--- src/rtl/delay_mem_arbiter_if.sv ---
// Signal bundle for delay_mem_arbiter: realtime port A, host readback port B,
// zero-fill clear engine and the single-read/single-write delay memory port.
interface delay_mem_arbiter_if #(
  parameter int data_width = 16,
  parameter int mem_size   = 16384
);
  localparam int addr_width = $clog2(mem_size);

  logic                  a_read_req;
  logic [addr_width-1:0] a_read_addr;
  logic [data_width-1:0] a_read_data;
  logic                  a_read_valid;
  logic                  a_write_req;
  logic [addr_width-1:0] a_write_addr;
  logic [data_width-1:0] a_write_data;
  logic                  a_write_ack;

  logic                  b_read_req;
  logic [addr_width-1:0] b_read_addr;
  logic [data_width-1:0] b_read_data;
  logic                  b_read_valid;
  logic                  b_busy;

  logic                  clear_req;
  logic [addr_width-1:0] clear_base;
  logic [addr_width:0]   clear_len;
  logic                  clear_busy;
  logic                  clear_done;

  logic [addr_width-1:0] mem_read_addr;
  logic                  mem_read_en;
  logic [data_width-1:0] mem_data_in;
  logic                  mem_write_en;
  logic [addr_width-1:0] mem_write_addr;
  logic [data_width-1:0] mem_write_data;

  // Requesters plus the memory macro
  modport master (
    output a_read_req, a_read_addr, a_write_req, a_write_addr, a_write_data,
           b_read_req, b_read_addr, clear_req, clear_base, clear_len, mem_data_in,
    input  a_read_data, a_read_valid, a_write_ack, b_read_data, b_read_valid, b_busy,
           clear_busy, clear_done, mem_read_addr, mem_read_en,
           mem_write_en, mem_write_addr, mem_write_data
  );

  // The arbiter itself
  modport slave (
    input  a_read_req, a_read_addr, a_write_req, a_write_addr, a_write_data,
           b_read_req, b_read_addr, clear_req, clear_base, clear_len, mem_data_in,
    output a_read_data, a_read_valid, a_write_ack, b_read_data, b_read_valid, b_busy,
           clear_busy, clear_done, mem_read_addr, mem_read_en,
           mem_write_en, mem_write_addr, mem_write_data
  );
endinterface

--- src/rtl/delay_mem_arbiter.sv ---
// Delay-memory port arbiter: A over B on the read port, A over the clear engine on the
// write port. Define DELAY_ARB_STATS_EN to enable the stall/wait statistics counters.
module delay_mem_arbiter #(
  parameter int data_width = 16,
  parameter int mem_size   = 16384
) (
  input  logic                clk,
  input  logic                reset_n,
  delay_mem_arbiter_if.slave  bus,
  output logic [15:0]         clear_stall_count,
  output logic [15:0]         b_wait_count
);
  localparam int addr_width = $clog2(mem_size);
  localparam int cnt_width  = addr_width + 1;
  localparam logic [cnt_width-1:0]  MEM_WORDS = cnt_width'(mem_size);
  localparam logic [addr_width-1:0] LAST_ADDR = addr_width'(mem_size - 1);

  typedef enum logic {IDLE = 1'b0, CLEAR = 1'b1} clr_state_e;

  clr_state_e            state, state_nxt;
  logic                  a_rd_go, b_rd_go, a_wr_go;
  logic                  a_rd_vld, b_rd_vld, a_wr_ack;
  logic                  b_pend;
  logic [addr_width-1:0] b_addr;
  logic                  clr_active, clr_wr_go, clr_last, clr_done_r;
  logic [cnt_width-1:0]  clr_cnt, clr_cnt_inc, clr_len, len_clamped;
  logic [addr_width-1:0] clr_ptr, base_mod;
  logic [data_width-1:0] wr_data;

  // ---------------- read port ----------------
  // Reset gating keeps every combinational output at zero while reset_n is low.
  assign a_rd_go = reset_n & bus.a_read_req;
  assign b_rd_go = reset_n & b_pend & ~bus.a_read_req;

  always_comb begin
    bus.mem_read_en   = a_rd_go | b_rd_go;
    bus.mem_read_addr = '0;
    if (a_rd_go)      bus.mem_read_addr = bus.a_read_addr;
    else if (b_rd_go) bus.mem_read_addr = b_addr;
  end

  always_ff @(posedge clk or negedge reset_n) begin
    if (!reset_n) begin
      a_rd_vld <= 1'b0;
      b_rd_vld <= 1'b0;
      a_wr_ack <= 1'b0;
      b_pend   <= 1'b0;
      b_addr   <= '0;
    end else begin
      a_rd_vld <= a_rd_go;
      b_rd_vld <= b_rd_go;
      a_wr_ack <= a_wr_go;
      // A request seen while one is pending (including its issue cycle) is dropped.
      if (b_rd_go) begin
        b_pend <= 1'b0;
      end else if (!b_pend && bus.b_read_req) begin
        b_pend <= 1'b1;
        b_addr <= bus.b_read_addr;
      end
    end
  end

  assign bus.a_read_valid = a_rd_vld;
  assign bus.a_read_data  = a_rd_vld ? bus.mem_data_in : '0;
  assign bus.b_read_valid = b_rd_vld;
  assign bus.b_read_data  = b_rd_vld ? bus.mem_data_in : '0;
  assign bus.b_busy       = b_pend;
  assign bus.a_write_ack  = a_wr_ack;

  // ---------------- write port ----------------
  assign a_wr_go = reset_n & bus.a_write_req;
  assign wr_data = a_wr_go ? bus.a_write_data : '0;

  always_comb begin
    bus.mem_write_en   = a_wr_go | clr_wr_go;
    bus.mem_write_data = wr_data;
    bus.mem_write_addr = '0;
    if (a_wr_go)        bus.mem_write_addr = bus.a_write_addr;
    else if (clr_wr_go) bus.mem_write_addr = clr_ptr;
  end

  // ---------------- clear engine ----------------
  generate
    if (mem_size == (1 << addr_width)) begin : g_pow2
      assign base_mod = bus.clear_base;
    end else begin : g_npow2
      assign base_mod = (bus.clear_base > LAST_ADDR) ?
                        bus.clear_base - LAST_ADDR - 1'b1 : bus.clear_base;
    end
  endgenerate

  assign len_clamped = (bus.clear_len > MEM_WORDS) ? MEM_WORDS : bus.clear_len;
  assign clr_cnt_inc = clr_cnt + cnt_width'(1);

  always_ff @(posedge clk or negedge reset_n) begin
    if (!reset_n) state <= IDLE;
    else          state <= state_nxt;
  end

  always_comb begin
    state_nxt = state;
    case (state)
      IDLE:    if (bus.clear_req && bus.clear_len != '0) state_nxt = CLEAR;
      CLEAR:   if (clr_last) state_nxt = IDLE;
      default: state_nxt = IDLE;
    endcase
  end

  always_comb begin
    clr_active     = (state == CLEAR);
    clr_wr_go      = clr_active & ~bus.a_write_req;
    clr_last       = clr_wr_go & (clr_cnt_inc == clr_len);
    bus.clear_busy = clr_active;
    bus.clear_done = clr_done_r;
  end

  always_ff @(posedge clk or negedge reset_n) begin
    if (!reset_n) begin
      clr_cnt    <= '0;
      clr_len    <= '0;
      clr_ptr    <= '0;
      clr_done_r <= 1'b0;
    end else begin
      clr_done_r <= 1'b0;
      if (state == IDLE) begin
        if (bus.clear_req) begin
          if (bus.clear_len == '0) begin
            clr_done_r <= 1'b1;
          end else begin
            clr_cnt <= '0;
            clr_len <= len_clamped;
            clr_ptr <= base_mod;
          end
        end
      end else if (clr_wr_go) begin
        clr_cnt    <= clr_cnt_inc;
        clr_ptr    <= (clr_ptr == LAST_ADDR) ? '0 : clr_ptr + 1'b1;
        clr_done_r <= clr_last;
      end
    end
  end

  // ---------------- statistics ----------------
`ifdef DELAY_ARB_STATS_EN
  always_ff @(posedge clk or negedge reset_n) begin
    if (!reset_n) begin
      clear_stall_count <= '0;
      b_wait_count      <= '0;
    end else begin
      if (clr_active && bus.a_write_req && clear_stall_count != 16'hFFFF)
        clear_stall_count <= clear_stall_count + 16'd1;
      if (b_pend && bus.a_read_req && b_wait_count != 16'hFFFF)
        b_wait_count <= b_wait_count + 16'd1;
    end
  end
`else
  assign clear_stall_count = '0;
  assign b_wait_count      = '0;
`endif

endmodule
--- src/flat_wrapper.sv ---
// flat-port wrapper written by rule: the top's interface ports become plain ports
module delay_mem_arbiter_flat 
#(
  parameter int data_width = 16,
  parameter int mem_size   = 16384
)
  (clk, reset_n, clear_stall_count, b_wait_count, bus_a_read_req, bus_a_read_addr, bus_a_write_req, bus_a_write_addr, bus_a_write_data, bus_b_read_req, bus_b_read_addr, bus_clear_req, bus_clear_base, bus_clear_len, bus_mem_data_in, bus_a_read_data, bus_a_read_valid, bus_a_write_ack, bus_b_read_data, bus_b_read_valid, bus_b_busy, bus_clear_busy, bus_clear_done, bus_mem_read_addr, bus_mem_read_en, bus_mem_write_en, bus_mem_write_addr, bus_mem_write_data);
  delay_mem_arbiter_if #(.data_width(data_width), .mem_size(mem_size)) bus_i ();
  input  logic clk;
  input  logic reset_n;
  output logic [15:0] clear_stall_count;
  output logic [15:0] b_wait_count;
  input wire logic [$bits(bus_i.a_read_req)-1:0] bus_a_read_req;
  input wire logic [$bits(bus_i.a_read_addr)-1:0] bus_a_read_addr;
  input wire logic [$bits(bus_i.a_write_req)-1:0] bus_a_write_req;
  input wire logic [$bits(bus_i.a_write_addr)-1:0] bus_a_write_addr;
  input wire logic [$bits(bus_i.a_write_data)-1:0] bus_a_write_data;
  input wire logic [$bits(bus_i.b_read_req)-1:0] bus_b_read_req;
  input wire logic [$bits(bus_i.b_read_addr)-1:0] bus_b_read_addr;
  input wire logic [$bits(bus_i.clear_req)-1:0] bus_clear_req;
  input wire logic [$bits(bus_i.clear_base)-1:0] bus_clear_base;
  input wire logic [$bits(bus_i.clear_len)-1:0] bus_clear_len;
  input wire logic [$bits(bus_i.mem_data_in)-1:0] bus_mem_data_in;
  output wire logic [$bits(bus_i.a_read_data)-1:0] bus_a_read_data;
  output wire logic [$bits(bus_i.a_read_valid)-1:0] bus_a_read_valid;
  output wire logic [$bits(bus_i.a_write_ack)-1:0] bus_a_write_ack;
  output wire logic [$bits(bus_i.b_read_data)-1:0] bus_b_read_data;
  output wire logic [$bits(bus_i.b_read_valid)-1:0] bus_b_read_valid;
  output wire logic [$bits(bus_i.b_busy)-1:0] bus_b_busy;
  output wire logic [$bits(bus_i.clear_busy)-1:0] bus_clear_busy;
  output wire logic [$bits(bus_i.clear_done)-1:0] bus_clear_done;
  output wire logic [$bits(bus_i.mem_read_addr)-1:0] bus_mem_read_addr;
  output wire logic [$bits(bus_i.mem_read_en)-1:0] bus_mem_read_en;
  output wire logic [$bits(bus_i.mem_write_en)-1:0] bus_mem_write_en;
  output wire logic [$bits(bus_i.mem_write_addr)-1:0] bus_mem_write_addr;
  output wire logic [$bits(bus_i.mem_write_data)-1:0] bus_mem_write_data;
  assign bus_i.a_read_req = bus_a_read_req;
  assign bus_i.a_read_addr = bus_a_read_addr;
  assign bus_i.a_write_req = bus_a_write_req;
  assign bus_i.a_write_addr = bus_a_write_addr;
  assign bus_i.a_write_data = bus_a_write_data;
  assign bus_i.b_read_req = bus_b_read_req;
  assign bus_i.b_read_addr = bus_b_read_addr;
  assign bus_i.clear_req = bus_clear_req;
  assign bus_i.clear_base = bus_clear_base;
  assign bus_i.clear_len = bus_clear_len;
  assign bus_i.mem_data_in = bus_mem_data_in;
  assign bus_a_read_data = bus_i.a_read_data;
  assign bus_a_read_valid = bus_i.a_read_valid;
  assign bus_a_write_ack = bus_i.a_write_ack;
  assign bus_b_read_data = bus_i.b_read_data;
  assign bus_b_read_valid = bus_i.b_read_valid;
  assign bus_b_busy = bus_i.b_busy;
  assign bus_clear_busy = bus_i.clear_busy;
  assign bus_clear_done = bus_i.clear_done;
  assign bus_mem_read_addr = bus_i.mem_read_addr;
  assign bus_mem_read_en = bus_i.mem_read_en;
  assign bus_mem_write_en = bus_i.mem_write_en;
  assign bus_mem_write_addr = bus_i.mem_write_addr;
  assign bus_mem_write_data = bus_i.mem_write_data;
  delay_mem_arbiter #(.data_width(data_width), .mem_size(mem_size)) u_core (.clk(clk), .reset_n(reset_n), .bus(bus_i), .clear_stall_count(clear_stall_count), .b_wait_count(b_wait_count));
endmodule
--- config.mk ---
export PLATFORM = sky130hd
export DESIGN_NAME = delay_mem_arbiter_flat
export DESIGN_NICKNAME = d
export VERILOG_FILES = /design/src/rtl/delay_mem_arbiter_if.sv /design/src/rtl/delay_mem_arbiter.sv /design/src/flat_wrapper.sv
export SDC_FILE = /design/constraint.sdc
export NUM_CORES = 1
export LEC_CHECK = 0
export ABC_AREA = 1
export BUFFER_PORTS_ARGS = -buffer_cell sky130_fd_sc_hd__buf_2
export CAP_MARGIN = 20
export CORE_MARGIN = 5
export CORE_UTILIZATION = 42
export CTS_CLUSTER_SIZE = 12
export DETAILED_ROUTE_END_ITERATION = 10
export PLACE_DENSITY = 0.77
export SYNTH_ARGS = -nofsm -noshare
export SYNTH_HDL_FRONTEND = slang
export SYNTH_SLANG_ARGS = --single-unit
--- constraint.sdc ---
create_clock -name clk -period 1.5 [get_ports clk]
set_input_delay 0.15 -clock clk [delete_from_list [all_inputs] [get_ports clk]]
set_output_delay 0.15 -clock clk [all_outputs]
set_load 0.1 [all_outputs]
==> run_results.csv <==
group,metric,value,unit
synth,yosysTopAreaCell,"dfrtp_1",
synth,synth-seq-cells,64,
run_status,violations,"setup timing",
power_and_ir_drop,total_power,14140,uW
timing,grt_setup_unrepaired,"yes",
global_route,antenna_found_initial,2,
timing,finalClockSkew,0.02273,ns
timing,finalCritPeriodShare,125.6,%
timing,max_freq,0.5309,GHz
die,start_util,43.23,%
die,design.core.area,10370,um^2
synth,yosysTopAreaCellShare,35.72,%
die,rows,37,
critical_path,crit_path_start_kind,"flop",
die,ios,225,
timing,hold_viol,0,
detailed_routing,drtPass1Iterations,8,
die,die_h,113.3,um
detailed_routing,wire_per_inst,21.51,um
clock_network,cts_num_sinks,64,
layout,nNetsFinal,1026,
synth,syn_inst,646,
clock_network,path_clk_slew,0.09,ns
synth,syn_avg_cell_area,6.940,um^2
synth,synth.area.top_cells,"dfrtp_1 36%, nand2_1 14%, inv_1 8.3%",
timing,worst_slack,-0.3837,ns
global_route,grt-ovfl-total,0,
global_route,grt_pass1_wl,29440,um
power_and_ir_drop,vdd_drop_max,0.001165,V
global_route,grt_pass1_vias,5480,
die,die_area,12840,um^2
critical_path,critPathKind,"reg -> reg",
layout,fillers,515,
critical_path,cp_data_required_time,1.75,ns
timing,setup_violations,90,
timing,relSlewSlack,52.76,%
detailed_routing,postRouteAntennaNets,0,
clock_network,cts.htree.levels,3,
layout,drive_gt1_share,50.22,%
placed_design,place_ws,-0.2632,ns
critical_path,cp_max_fo,5,
synth,yosysWarnings,0,
detailed_routing,routed_wl,22760,um
min_path,min_path_type,"in -> reg",
clock_network,cts_root_buffer,"clkbuf_8",
global_route,grt_util_all_layers,29.35,%
synth,ys_types,33,
placed_design,gp_congestion,0.9279,
clock_network,clockBufferDepth,2,
placed_design,hpwl,13810,um
timing,final.min_clock_period,1.884,ns
timing,worstMarginPinSlew,0.7063,ns
critical_path,worstPathArrival,2.13,ns
layout,area_growth,91.63,%
clock_network,cts_buffers,9,
critical_path,worst_setup_path_end_kind,"flop",
detailed_routing,dr_total_vias,5899,
timing,drv_slew,0,
placed_design,io_buffers,192,
detailed_routing,drtIter0Drc,677,
run_status,status,"finished with violations",
power_and_ir_drop,powerDensity,1646,nW/um^2
clock_network,clk_latency,0.37,ns
detailed_routing,viasPerCell,5.576,
synth,syn_area,4483,um^2
synth,yosysSeqAreaShare,35.72,%
power_and_ir_drop,leakagePower,0.004166,uW
flow_run,cap_violations,0,
global_route,grt_max_degree,31,
die,die_w,113.3,um
detailed_routing,drc,0,
clock_network,cts_tree,"yes",
timing,hold-worst-slack,0.03565,ns
==> timing repair <==
item,4_1_cts,5_1_grt
buffers inserted,23,9
endpoints found under the setup margin,72,105
hold buffers,2,0
resized for setup,53,38
pin swaps,26,25
endpoints found under the hold margin,34,0
cloned,0,2
==> cell type report <==
cell class                 count  area, um^2  share of cell area (%)
clock buffer                  11       151.4                   1.762
multi-input combinational    455        2977                   34.65
inverter                     102       510.5                   5.942
tap                          136       170.2                   1.981
clock inverter                 5       62.56                  0.7282
timing repair buffer         283        3098                   36.06
antenna                        2       5.005                 0.05826
sequential                    64        1617                   18.82
==> sequential cells by signal (all words and copies together), names as in the netlist <==
name                     flops
u_core.b_addr               14
u_core.bus.a_read_valid      1
u_core.bus.a_write_ack       1
u_core.bus.b_busy            1
u_core.bus.b_read_valid      1
u_core.bus.clear_busy        1
u_core.bus.clear_done        1
u_core.clr_cnt              15
u_core.clr_len              15
u_core.clr_ptr              14
==> cells by family (layout without fill, tap and decap cells) <==
logic type | Yosys count | in the layout | share of synthesized area [%]
and+or+nand+nor | 327 | 327 | 32.68
buffers and inverters | 158 | 401 | 16.38
AOI/OAI and AO/OA | 77 | 77 | 10.47
DFF | 64 | 64 | 35.72
muxes | 14 | 14 | 3.517
xor gates and xnor gates | 3 | 3 | 0.5862
adders and majority gates | 2 | 2 | 0.5581
other | 1 | 34 | 0.08365
==> layout by cell type, fill, tap and decap left out, drive strengths merged, types with 11 or more instances in the layout <==
master,count
inv,72
mux2,14
a31oi,11
clkinvlp,34
dfrtp,64
conb,32
nand4,21
buf,278
nand3,58
nor2,65
nand2,171
a22o,14
clkbuf,14
o21ai,43
==> path summary, 6_finish.rpt <==
check                      slack (ns)  cells past startpoint                       to                from
max in group asynchronous        0.25                      3  u_core.bus.a_read_valid             reset_n
min in group asynchronous        0.14                      3        u_core.clr_ptr[7]             reset_n
hold reg to reg                  0.53                      2       u_core.clr_len[11]  u_core.clr_len[11]
setup / recovery                -0.38                     13    u_core.bus.clear_busy   u_core.clr_cnt[3]
setup reg to reg                -0.38                     13    u_core.bus.clear_busy   u_core.clr_cnt[3]
hold / removal                   0.04                      2         u_core.b_addr[0]  bus_b_read_addr[0]
==> per-stage QoR <==
step           util, %  TNS (ns)  cell area [um^2]  instances
5_1_grt          82.84    -15.29              8591       1058
3_3_place_gp     74.07    -1.381              7681       1006
2_1_floorplan        -    -12.96              5311        677
6_report         82.84    -11.90              8591       1058
3_5_place_dp     74.07    -2.088              7681       1006
4_1_cts          80.36    -7.530              8333       1047
==> per-layer routing <==
| metal | vias up | wire length, um | track usage (%) |
|---|---|---|---|
| li1 | 2555 | - | - |
| met1 | 2733 | 7667 | 34.03 |
| met5 | - | 0 | 0 |
| met2 | 481 | 11390 | 53.24 |
| met3 | 130 | 2338 | 6.096 |
| met4 | 0 | 1362 | 10.58 |
==> report_power, final <==
| group | internal (uW) | switching, uW |
|---|---|---|
| clock network | 871 | 807 |
| registers | 2420 | 715 |
| logic | 3470 | 5860 |
==> cell usage after synthesis, drive strengths merged <==
master and number:
xor2 3, nand2 171, clkbuf 12, o21ai 43, a21boi 1, a32o 2
nand4 21, a31oi 11, nor2 65, inv 102, nor3 2, conb 1
ha 2, or2 1, nand3 58, nor4 3, a22o 14, a21oi 4
buf 44, a22oi 2, nand3b 6, mux2 14, dfrtp 64
==> critical path, cell delays in order (launching register included) <==
cell	delay (ns)
dfrtp_1	0.47
nand2_2	0.20
nor2_4	0.22
nand2_1	0.09
nand2_2	0.11
nand2_1	0.06
nand2_1	0.05
nand2_1	0.05
nor2_1	0.09
nand2_1	0.06
nor2_1	0.09
nand3_1	0.11
nand2_1	0.10
nand2_1	0.05
No activity file was read; power rests on OpenSTA's default activity.
